==> src/rtl/goldschmidt_pkg.sv <==
// Shared types, constants and product renormalization for the Goldschmidt divider sequencer.
package goldschmidt_pkg;

  localparam int unsigned GS_W    = 16;
  localparam int unsigned PHASE_W = 3;

  localparam logic [GS_W-1:0] ONE_Q = 16'h4000;
  localparam logic [GS_W-1:0] TWO_Q = 16'h8000;

  typedef enum logic [2:0] {
    IDLE,
    ISSUE_N,
    ISSUE_D,
    CAPTURE_D,
    DONE,
    ERR
  } gs_state_e;

  typedef struct packed {
    logic            ovf;
    logic [GS_W-1:0] val;
  } renorm_t;

  // Q4.28 product back to Q2.14; integer bits beyond 2 saturate and flag overflow
  function automatic renorm_t renorm(input logic [2*GS_W-1:0] p);
    renorm_t r;
    r.ovf = |p[2*GS_W-1:2*GS_W-2];
    r.val = r.ovf ? '1 : p[2*GS_W-3:GS_W-2];
    return r;
  endfunction

endpackage

==> src/rtl/gs_phase_counter.sv <==
// Refinement phase counter: clear on load, step on inc, terminal count at ITER.
module gs_phase_counter
  import goldschmidt_pkg::*;
#(
  parameter int unsigned ITER = 3
) (
  input  logic clk,
  input  logic reset,
  input  logic load,
  input  logic inc,
  output logic tc_c
);

  logic [PHASE_W-1:0] phase_q;
  logic [PHASE_W-1:0] phase_d;

  always_comb begin
    phase_d = phase_q;
    if (load) begin
      phase_d = '0;
    end else if (inc) begin
      phase_d = phase_q + PHASE_W'(1);
    end
  end

  always_ff @(posedge clk) begin
    if (reset) begin
      phase_q <= '0;
    end else begin
      phase_q <= phase_d;
    end
  end

  assign tc_c = (phase_q == PHASE_W'(ITER));

endmodule

==> src/rtl/goldschmidt_ctrl.sv <==
// Goldschmidt division sequencer and operand store; issues N then D per phase and
// captures the renormalized products. Optional macro GS_EARLY_EXIT_EN stops once D == 1.0.
module goldschmidt_ctrl
  import goldschmidt_pkg::*;
#(
  parameter int unsigned ITER = 3,
  parameter int unsigned W    = GS_W
) (
  input  logic           clk,
  input  logic           reset,
  input  logic           start,
  input  logic [W-1:0]   n_in,
  input  logic [W-1:0]   d_in,
  input  logic [W-1:0]   ia_in,
  output logic           busy,
  output logic           done,
  output logic           err,
  output logic           ovf,
  output logic [W-1:0]   quotient,
  output logic [2*W-1:0] dp_n,
  output logic [2*W-1:0] dp_d,
  output logic [W-1:0]   dp_ia,
  output logic [2*W-1:0] dp_prev_k,
  output logic           dp_ksel,
  output logic           dp_ndsel,
  input  logic [2*W-1:0] dp_result
);

  gs_state_e    state_q, state_d;
  logic [W-1:0] n_q, n_d, d_q, d_d, ia_q, ia_d, quot_q, quot_d;
  logic         busy_q, busy_d, done_q, done_d, err_q, err_d, ovf_q, ovf_d;
  logic         ksel_q, ksel_d, ndsel_q, ndsel_d;
  logic         ph_load, ph_inc, ph_tc, early_c;
  renorm_t      rn;

  gs_phase_counter #(.ITER(ITER)) u_phase (
    .clk   (clk),
    .reset (reset),
    .load  (ph_load),
    .inc   (ph_inc),
    .tc_c  (ph_tc)
  );

  assign rn = renorm(dp_result);

`ifdef GS_EARLY_EXIT_EN
  assign early_c = (rn.val == ONE_Q);
`else
  assign early_c = 1'b0;
`endif

  // Next state, operand capture and registered output decode from the next state
  always_comb begin
    state_d = state_q;
    n_d     = n_q;
    d_d     = d_q;
    ia_d    = ia_q;
    quot_d  = quot_q;
    err_d   = err_q;
    ovf_d   = ovf_q;
    ph_load = 1'b0;
    ph_inc  = 1'b0;

    case (state_q)
      IDLE: begin
        if (start) begin
          n_d     = n_in;
          d_d     = d_in;
          ia_d    = ia_in;
          ph_load = 1'b1;
          ovf_d   = 1'b0;
          err_d   = (d_in[W-1:W-2] != 2'b01);
          state_d = err_d ? ERR : ISSUE_N;
        end
      end
      ISSUE_N: state_d = ISSUE_D;
      ISSUE_D: begin
        n_d     = rn.val;
        ovf_d   = ovf_q | rn.ovf;
        state_d = CAPTURE_D;
      end
      CAPTURE_D: begin
        d_d   = rn.val;
        ovf_d = ovf_q | rn.ovf;
        if (ph_tc || early_c) begin
          state_d = DONE;
        end else begin
          ph_inc  = 1'b1;
          state_d = ISSUE_N;
        end
      end
      DONE:    state_d = IDLE;
      ERR:     state_d = IDLE;
      default: state_d = IDLE;
    endcase

    busy_d  = (state_d == ISSUE_N) || (state_d == ISSUE_D) || (state_d == CAPTURE_D);
    done_d  = (state_d == DONE) || (state_d == ERR);
    ndsel_d = (state_d == ISSUE_D);
    if (state_d == DONE) quot_d = n_q;
    if (state_d == ERR)  quot_d = '0;

    // k select is held across both issues of a phase; only phase 0 uses IA
    case (state_d)
      ISSUE_N: ksel_d = (state_q == CAPTURE_D);
      ISSUE_D: ksel_d = ksel_q;
      default: ksel_d = 1'b0;
    endcase
  end

  always_ff @(posedge clk) begin
    if (reset) begin
      state_q <= IDLE;
      n_q     <= '0;
      d_q     <= '0;
      ia_q    <= '0;
      quot_q  <= '0;
      busy_q  <= 1'b0;
      done_q  <= 1'b0;
      err_q   <= 1'b0;
      ovf_q   <= 1'b0;
      ksel_q  <= 1'b0;
      ndsel_q <= 1'b0;
    end else begin
      state_q <= state_d;
      n_q     <= n_d;
      d_q     <= d_d;
      ia_q    <= ia_d;
      quot_q  <= quot_d;
      busy_q  <= busy_d;
      done_q  <= done_d;
      err_q   <= err_d;
      ovf_q   <= ovf_d;
      ksel_q  <= ksel_d;
      ndsel_q <= ndsel_d;
    end
  end

  assign busy      = busy_q;
  assign done      = done_q;
  assign err       = err_q;
  assign ovf       = ovf_q;
  assign quotient  = quot_q;
  assign dp_n      = {{W{1'b0}}, n_q};
  assign dp_d      = {{W{1'b0}}, d_q};
  assign dp_ia     = ia_q;
  assign dp_prev_k = {{W{1'b0}}, d_q};
  assign dp_ksel   = ksel_q;
  assign dp_ndsel  = ndsel_q;

endmodule

==> config.mk <==
export PLATFORM = sky130hd
export DESIGN_NAME = goldschmidt_ctrl
export DESIGN_NICKNAME = d
export VERILOG_FILES = /design/src/rtl/goldschmidt_pkg.sv /design/src/rtl/gs_phase_counter.sv /design/src/rtl/goldschmidt_ctrl.sv
export SDC_FILE = /design/constraint.sdc
export NUM_CORES = 1
export LEC_CHECK = 0
export ABC_AREA = 0
export BUFFER_PORTS_ARGS = -buffer_cell sky130_fd_sc_hd__buf_2
export CORE_MARGIN = 2
export CORE_UTILIZATION = 45
export DETAILED_ROUTE_END_ITERATION = 8
export PLACE_DENSITY = 0.83
export SLEW_MARGIN = 20
export SYNTH_ARGS = -nofsm -noshare
export SYNTH_HDL_FRONTEND = slang
export SYNTH_SLANG_ARGS = --single-unit
==> constraint.sdc <==
create_clock -name clk -period 3.9 [get_ports clk]
set_input_delay 0.195 -clock clk [delete_from_list [all_inputs] [get_ports clk]]
set_output_delay 0.195 -clock clk [all_outputs]
set_load 0.01 [all_outputs]
==> flow_summary.yaml <==
power_and_ir_drop:
  power_frac_seq: 0.461
  p_clk_frac: 0.300
  switching_power_mw: 0.668
  p_comb_frac: 0.240
  power.leakage_nw: 1.92
  internal_power_mw: 1.37
  peakVddDrop_uv: 200
  total_power_mw: 2.03
  power_density_mw_per_mm2: 482
  power.share.switching: 0.329
timing:
  setup_viol: 0
  rsz0062_at_grt: "no"
  finalHoldViolCount: 0
  skew_ps: 8.09
  slew_violations: 0
  fin_crit_ps: 2130
  relSlewSlack: 0.300
  timing.fmax_mhz: 470
  tns_ps: 0
  fin_crit_sh: 0.545
  holdWs_ps: 81.1
  worst_slack_ps: 1770
  worst_pin_slew_ps: 1050
route:
  vias: 3287
  postRouteAntennaNets: 0
  wire_per_inst_um: 13.8
  avgViaCountPerCell: 4.95
  drt-initial-drc-count: 109
  drc: 0
  firstDrtPassIters: 4
  drt-total-wl_mm: 9.17
yosys:
  synth-edff-count: 0
  synth.yosys.seq_area_share: 0.428
  synth-seq-cells: 76
  yosys_warnings: 0
  post-synth-top-count-cell: "nand2_1"
  avgSynthCellArea_um2: 8.08
  yosys-top-cells-area: "dfxtp_1 (43%), buf_4 (14%), nand2_1 (14%)"
  synthTopCellsByCount: "nand2_1 (128), dfxtp_1 (76), buf_4 (64)"
  ys.flop_type: "dfxtp_1"
  yosys.area.top_type: "dfxtp_1"
  synth_top_area_frac: 0.428
  async_reset_ff_frac: 0
  synthCells: 440
  synthDistinctLibCells: 35
  synth_area_mm2: 0.00356
setup_path:
  arrival_ps: 2290
  rr_worst_depth: 3
  cp.required_ps: 4060
  timing.rr.end: "n_q[15]"
  r2r-start: "state_q[1]"
  end_kind: "register"
  r2r_slack_ps: 1770
  crit_path_max_fanout: 33
  startpoint_type: "register"
  path_class: "register to register"
cts:
  cts_buffers: 9
  cts_tree: "yes"
  cts.htree.levels: 3
  clk_path_buf_depth: 2
  cts_setup_buffers: 0
  clock_sinks: 76
  hold_buffers: 0
  cts.clk_slew.worst_paths_ps: 80
  clk_latency_ps: 340
  cts-root-buf: "clkbuf_8"
  cts_resized: 0
hold_path:
  holdCritPathClass: "primary input to register"
  whs_endpoint: "dp_ia[8]"
  hold_start: "ia_in[8]"
  whs_path_depth: 3
floorplan:
  ios: 217
  rows: 32
  die_w_um: 92.9
  core_mm2: 0.00769
  fp.dieH_um: 92.9
  die-area_mm2: 0.00863
  start_util: 0.463
place:
  hpwl_mm: 6.66
  portBuffers: 154
  dp.cells: 647
  routabilityCongestion: 0.798
  placed_area_mm2: 0.00401
  dp_worst_setup_slack_ps: 1480
global_route:
  grt_first_pass_wirelength_mm: 14.2
  track_usage: 0.207
  grt_max_degree: 52
  grt_antenna_before_repair: 0
  globalRouteOverflowTotal: 0
  first_global_vias: 2856
layout:
  fin_util: 0.549
  final_cells: 664
  nets: 642
  diodes: 0
  drive_gt1_frac: 0.319
  area_delta_synth_final_pct: 18.8
  post-route-cell-area_mm2: 0.00422
run_status:
  status: "finished, final reports clean"
run:
  cap_viol_max_count: 0
==> cells by family after synthesis <==
| family | after synthesis | share of synthesized area |
|---|---|---|
| mux | 1 | 0.00282 |
| simple gates | 182 | 0.226 |
| other cells | 1 | 0.00105 |
| compound gates | 73 | 0.145 |
| flops | 76 | 0.428 |
| fa+ha+maj | 2 | 0.00704 |
| xor+xnor | 2 | 0.00493 |
| buf+inv | 103 | 0.185 |
==> worst max-delay path by stage <==
stage                       startpoint           end  slack, ps  cells after the start
CTS                         state_q[1]       d_q[10]       1430                      4
floorplan           u_phase.phase_q[0]  quotient[10]       2330                      7
detailed placement          state_q[1]       d_q[10]       1480                      4
global route                state_q[1]       n_q[13]       1580                      3
global placement            state_q[1]        n_q[8]       1620                      4
finish                      state_q[1]       n_q[15]       1770                      3
==> critical path: stages, from the launching register on <==
cell and delay (ps):
dfxtp_1 640, or3b_1 830, nor3_1 370, a311oi_1 90
==> layer usage <==
metal,vias up,track usage,part of all wire
met1,1531,0.259,0.43
met3,13,0.0480,0.075
met5,-,0,0
met4,0,0.0686,0.015
met2,134,0.350,0.48
li1,1609,-,-
==> power groups by stage <==
stage | Combinational [mW] | Clock (mW) | Sequential (mW)
after global routing | 0.539 | 0.658 | 0.951
after CTS | 0.486 | 0.625 | 0.937
after floorplan | 0.347 | 0 | 0.974
final | 0.488 | 0.610 | 0.937
after detailed placement | 0.485 | 0 | 0.954
after global placement | 0.474 | 0 | 0.950
==> cell usage in the layout, fill, tap and decap left out, drive strengths merged, types with 2 or more instances in the layout <==
cell / instances
nand3: 3
xnor2: 2
inv: 4
nor4b: 2
nor2: 5
buf: 159
a21oi: 33
a211oi: 3
ha: 2
clkbuf: 11
dfxtp: 76
nor3: 34
clkinvlp: 2
a311oi: 31
nand2: 128
conb: 48
==> final cells by class <==
class | count | area, µm²
multi-input cells | 308 | 1550
well taps | 102 | 128
inverters | 3 | 11.3
clock inverters | 5 | 58.8
fillers | 755 | 3460
clock buffers | 11 | 141
flip-flops and latches | 76 | 1520
repair buffers | 159 | 812
==> registers in the layout, indices dropped and copies added (netlist names) <==
name	flops
busy	1
d_q	16
done	1
dp_ia	16
dp_ksel	1
dp_ndsel	1
err	1
n_q	16
ovf	1
quotient	16
state_q	3
u_phase.phase_q	3
Note: power is estimated with default switching activity, not from simulation.
